==> src/rtl/fifo_burst_reader.sv <==
// fifo_burst_reader
//   Consumer-side controller for a synchronous FIFO read port. Pops words in
//   bursts of BURST_LEN and presents them on a valid/ready stream with m_last
//   on the final beat of each burst. A partial FIFO left untouched for TIMEOUT
//   cycles is flushed as a short burst.
//
// Ports
//   clk, rst_n      : clock, asynchronous active-low reset
//   fifo_r_en       : FIFO pop strobe (combinational)
//   fifo_r_data     : FIFO read data, valid in the cycle fifo_r_en is high
//   fifo_empty      : FIFO empty flag
//   fifo_count      : FIFO occupancy
//   m_valid/m_ready : output stream handshake (m_valid registered)
//   m_data, m_last  : output word and end-of-burst marker (registered)
//   busy            : high while a burst or flush is in progress
//   bursts_done     : completed burst counter, wraps at 16 bits
module fifo_burst_reader #(
  parameter int DATA_WIDTH = 8,
  parameter int BURST_LEN  = 4,
  parameter int TIMEOUT    = 16
) (
  input  logic                  clk,
  input  logic                  rst_n,
  output logic                  fifo_r_en,
  input  logic [DATA_WIDTH-1:0] fifo_r_data,
  input  logic                  fifo_empty,
  input  logic [7:0]            fifo_count,
  output logic                  m_valid,
  input  logic                  m_ready,
  output logic [DATA_WIDTH-1:0] m_data,
  output logic                  m_last,
  output logic                  busy,
  output logic [15:0]           bursts_done
);

  localparam int PW = $clog2(BURST_LEN + 1);
  localparam int TW = $clog2(TIMEOUT + 1);

  typedef enum logic [1:0] {
    IDLE,
    BURST,
    FLUSH
  } state_e;

  state_e                state_q, state_d;
  logic [PW-1:0]         pops_left_q, pops_left_d;
  logic [TW-1:0]         timer_q, timer_d;
  logic [TW-1:0]         timer_inc;
  logic                  m_valid_q, m_valid_d;
  logic [DATA_WIDTH-1:0] m_data_q, m_data_d;
  logic                  m_last_q, m_last_d;
  logic [15:0]           bursts_q, bursts_d;
  logic                  pop;
  logic                  xfer;

  always_comb begin
    state_d     = state_q;
    pops_left_d = pops_left_q;
    timer_d     = timer_q;
    m_valid_d   = m_valid_q;
    m_data_d    = m_data_q;
    m_last_d    = m_last_q;
    bursts_d    = bursts_q;
    pop         = 1'b0;
    xfer        = m_valid_q & m_ready;
    timer_inc   = (timer_q == TW'(TIMEOUT)) ? timer_q : timer_q + TW'(1);

    case (state_q)
      IDLE: begin
        if (fifo_count >= 8'(BURST_LEN)) begin
          state_d     = BURST;
          pops_left_d = PW'(BURST_LEN);
          timer_d     = '0;
        end else if (!fifo_empty) begin
          // The cycle whose increment brings the timer to TIMEOUT is the
          // last idle one; fifo_count < BURST_LEN here, so it fits in PW.
          if (timer_inc == TW'(TIMEOUT)) begin
            state_d     = FLUSH;
            pops_left_d = PW'(fifo_count);
            timer_d     = '0;
          end else begin
            timer_d = timer_inc;
          end
        end else begin
          timer_d = '0;
        end
      end

      default: begin
        // Pop only when the output register is free or draining this cycle.
        pop = (pops_left_q != '0) & ~fifo_empty & (~m_valid_q | m_ready);
        if (pop) begin
          m_valid_d   = 1'b1;
          m_data_d    = fifo_r_data;
          m_last_d    = (pops_left_q == PW'(1));
          pops_left_d = pops_left_q - PW'(1);
        end else if (xfer) begin
          m_valid_d = 1'b0;
          m_last_d  = 1'b0;
          if (m_last_q) begin
            state_d  = IDLE;
            bursts_d = bursts_q + 16'd1;
          end
        end
      end
    endcase
  end

  always_ff @(posedge clk or negedge rst_n) begin
    if (!rst_n) begin
      state_q     <= IDLE;
      pops_left_q <= '0;
      timer_q     <= '0;
      m_valid_q   <= 1'b0;
      m_data_q    <= '0;
      m_last_q    <= 1'b0;
      bursts_q    <= '0;
    end else begin
      state_q     <= state_d;
      pops_left_q <= pops_left_d;
      timer_q     <= timer_d;
      m_valid_q   <= m_valid_d;
      m_data_q    <= m_data_d;
      m_last_q    <= m_last_d;
      bursts_q    <= bursts_d;
    end
  end

  assign fifo_r_en   = pop;
  assign m_valid     = m_valid_q;
  assign m_data      = m_data_q;
  assign m_last      = m_last_q;
  assign busy        = (state_q != IDLE);
  assign bursts_done = bursts_q;

endmodule

==> config.mk <==
export PLATFORM = sky130hd
export DESIGN_NAME = fifo_burst_reader
export DESIGN_NICKNAME = d
export VERILOG_FILES = /design/src/rtl/fifo_burst_reader.sv
export SDC_FILE = /design/constraint.sdc
export NUM_CORES = 1
export LEC_CHECK = 0
export BUFFER_PORTS_ARGS = -buffer_cell sky130_fd_sc_hd__buf_2
export CORE_ASPECT_RATIO = 1.5
export CORE_MARGIN = 1
export CORE_UTILIZATION = 52
export CTS_CLUSTER_SIZE = 40
export DETAILED_ROUTE_END_ITERATION = 8
export PLACE_DENSITY = 0.86
export SLEW_MARGIN = 20
export SYNTH_ARGS = -nofsm -noshare
export SYNTH_HDL_FRONTEND = slang
export SYNTH_SLANG_ARGS = --single-unit
==> constraint.sdc <==
create_clock -name clk -period 2.4 [get_ports clk]
set_clock_uncertainty 0.15 [all_clocks]
set_input_delay 0.12 -clock clk [delete_from_list [all_inputs] [get_ports clk]]
set_output_delay 0.12 -clock clk [all_outputs]
set_load 0.02 [all_outputs]
==> results_dict.tcl <==
set metrics [dict create \
    cp_data_required_time_ns 2.13 \
    finalSetupTns_ns 0 \
    grt_pass1_vias 1545 \
    hold_viol 0 \
    placedCellCount 272 \
    yosys_most_used_dff "dfrtp_1" \
    numCtsBuffers 5 \
    finalPower_mw 2.208 \
    drv_slew 0 \
    synthesis.area_mm2 0.001833 \
    antenna_found_initial 0 \
    dpl_worst_slack_ns 0.4324 \
    syn_to_final_growth_pct 27.37 \
    status "complete, no violations" \
    place_hpwl_um 2788 \
    die_h_um 74.72 \
    ir_drop_uv 997.3 \
    wire_per_inst_um 13.74 \
    whs_ns 0.06541 \
    synth_seq_cells 36 \
    num_rows 26 \
    design_area_mm2 0.002335 \
    grt_overflow 0 \
    cts_setup_buffers 0 \
    hp-class "input port to flip-flop" \
    dieArea_mm2 0.003771 \
    drc 0 \
    grt_usage_pct 23.81 \
    p_switching_mw 0.8095 \
    max_slew_margin_pct 48.18 \
    sw_frac_of_total_pct 36.66 \
    num_antenna_cells 0 \
    synth.distinct_cells 37 \
    setup_viol 0 \
    wirelength_um 3972 \
    syn_nets 211 \
    intPower_mw 1.399 \
    ant_nets 0 \
    drtPass1Iterations 4 \
    dpl-instance-area_mm2 0.002115 \
    stdcell_count 289 \
    insertion_delay_ns 0.29 \
    timing_worst_setup_path_type "flip-flop to output pin" \
    clock.fmax_ghz 0.4454 \
    synthMostInstantiatedCell "nand2_1" \
    postSynth.asyncResetShare_pct 100.0 \
    synth_top_area_share_pct 49.15 \
    cts_buffer_depth 2 \
    ys_top_cells_by_count "nand2_1, dfrtp_1, inv_1" \
    synth_edf_count 0 \
    via_per_inst 5.388 \
    timing.critical_path.arrival_ns 1.98 \
    p_seq_share_pct 38.9 \
    synthTopCellsByArea "dfrtp_1, nand2_1, xnor2_1, ha_1, inv_1" \
    gp_routability_congestion 0.8394 \
    grt_start_max_net_pins 37 \
    path_clk_slew_ns 0.07 \
    cts_tree "yes" \
    ys_warn_count 0 \
    initial_utilization_pct 54.18 \
    syn-instance-count 185 \
    setup.worst_path.start_class "flip-flop" \
    p_leak_nw 1.177 \
    syn_area_per_cell_um2 9.908 \
    cts_num_sinks 36 \
    tightest_slew_ns 0.7773 \
    cp-end-kind "output pin" \
    post-synth-top-area-cell "dfrtp_1" \
    min_period_over_period_pct 93.55 \
    p_clk_share_pct 26.1 \
    fin_crit_ns 2.245 \
    crit_fanout 11 \
    drive_above_1_share_pct 29.55 \
    die_x_um 50.48 \
    powerDensity_mw_per_mm2 945.7 \
    root_buffer "clkbuf_8" \
    seq_area_frac_synth_pct 49.15 \
    core_area_mm2 0.003383 \
    portBuffers 47 \
    grt_pass1_wl_um 6555 \
    p_comb_share_pct 34.9 \
    fin_nets 272 \
    drt_first_iter_violations 45 \
    dr_total_vias 1557 \
    rsz0062_at_grt "false" \
    fin_util_pct 69.01 \
    max-cap-violations 0 \
    ios 48 \
    htreeDepth 2 \
    worst_slack_ns 0.1548 \
]
==> worst paths after layout <==
path                           startpoint             end  slack (ns)  depth (start not counted)
max                        pops_left_q[0]       fifo_r_en        0.15                          7
min                               m_ready         m_valid        0.07                          4
max reg2reg                pops_left_q[0]  pops_left_q[2]        0.36                          8
min reg2reg                     m_data[5]       m_data[5]        0.32                          2
max in group asynchronous           rst_n  bursts_done[5]        1.29                          2
min in group asynchronous           rst_n  bursts_done[7]        0.30                          2
==> sequential cells by signal, summed over array words and instances (netlist names) <==
signal,flops
bursts_done,16
m_data,8
timer_q,5
pops_left_q,3
state_q,2
m_last,1
m_valid,1
==> layer usage <==
layer | track usage, % | part of all wire (%) | vias up
li1 | - | - | 754
met1 | 24.17 | 38 | 756
met2 | 45.19 | 55 | 38
met3 | 5.657 | 4.0 | 9
met4 | 11.42 | 2.4 | 0
met5 | 0 | 0 | -
==> cells by family after synthesis <==
kind of cell / share of synthesized area (%)
adder cells (fa/ha/maj): 4.095
multiplexers: 0.6143
AO/OA/AOI/OAI: 11.81
AND/OR/NAND/NOR: 22.87
buffers and inverters: 3.822
flip-flops: 49.15
XOR/XNOR: 7.645
==> cell usage in the layout, fill, tap and decap left out, types with 2 or more instances in the layout <==
cell type / synthesis / final
a211oi_1: 2 / 2
a21oi_1: 5 / 5
and3_1: 2 / 2
buf_2: 2 / 47
clkbuf_8: 0 / 7
dfrtp_1: 36 / 36
dlygate4sd3_1: 0 / 9
ha_1: 6 / 6
inv_1: 14 / 13
nand2_1: 37 / 37
nand3_1: 6 / 6
nand3b_1: 3 / 3
nand4_1: 4 / 4
nand4_2: 2 / 2
nor2_1: 9 / 9
nor2b_1: 3 / 3
nor3_1: 3 / 3
nor3_2: 3 / 3
o211a_1: 3 / 3
o21ai_0: 9 / 9
o221ai_2: 2 / 2
o31ai_1: 3 / 3
xnor2_1: 11 / 11
xor2_1: 5 / 5
==> what timing repair did <==
item                                    in CTS  in global routing
gates resized for setup                      0                  1
endpoints found under the setup margin       0                  1
hold buffers                                 9                  0
endpoints found under the hold margin       44                  0
==> worst max-delay path: stages, from the launching register on <==
cell and delay (ns):
dfrtp_1 0.40, inv_1 0.06, ha_1 0.20, ha_1 0.20, a211oi_1 0.25, nand2_1 0.17
clkinvlp_4 0.19, buf_2 0.19
==> power groups by stage <==
stage	clock (mW)	sequential, mW	combinational [mW]
floorplan	0	0.973	0.388
global placement	0	0.860	0.720
detailed placement	0	0.868	0.743
CTS	0.586	0.857	0.758
global route	0.617	0.872	0.848
finish	0.577	0.859	0.771
==> area by class of cell <==
| cell class | instances | area [µm²] |
|---|---|---|
| Fill cell | 272 | 1049 |
| Sequential cell | 36 | 900.9 |
| Multi-Input combinational cell | 131 | 862.1 |
| Timing Repair Buffer | 57 | 332.8 |
| Clock buffer | 7 | 96.34 |
| Inverter | 15 | 60.06 |
| Tap cell | 42 | 52.55 |
| Clock inverter | 1 | 30.03 |
Power figures use the tool's default switching activity.
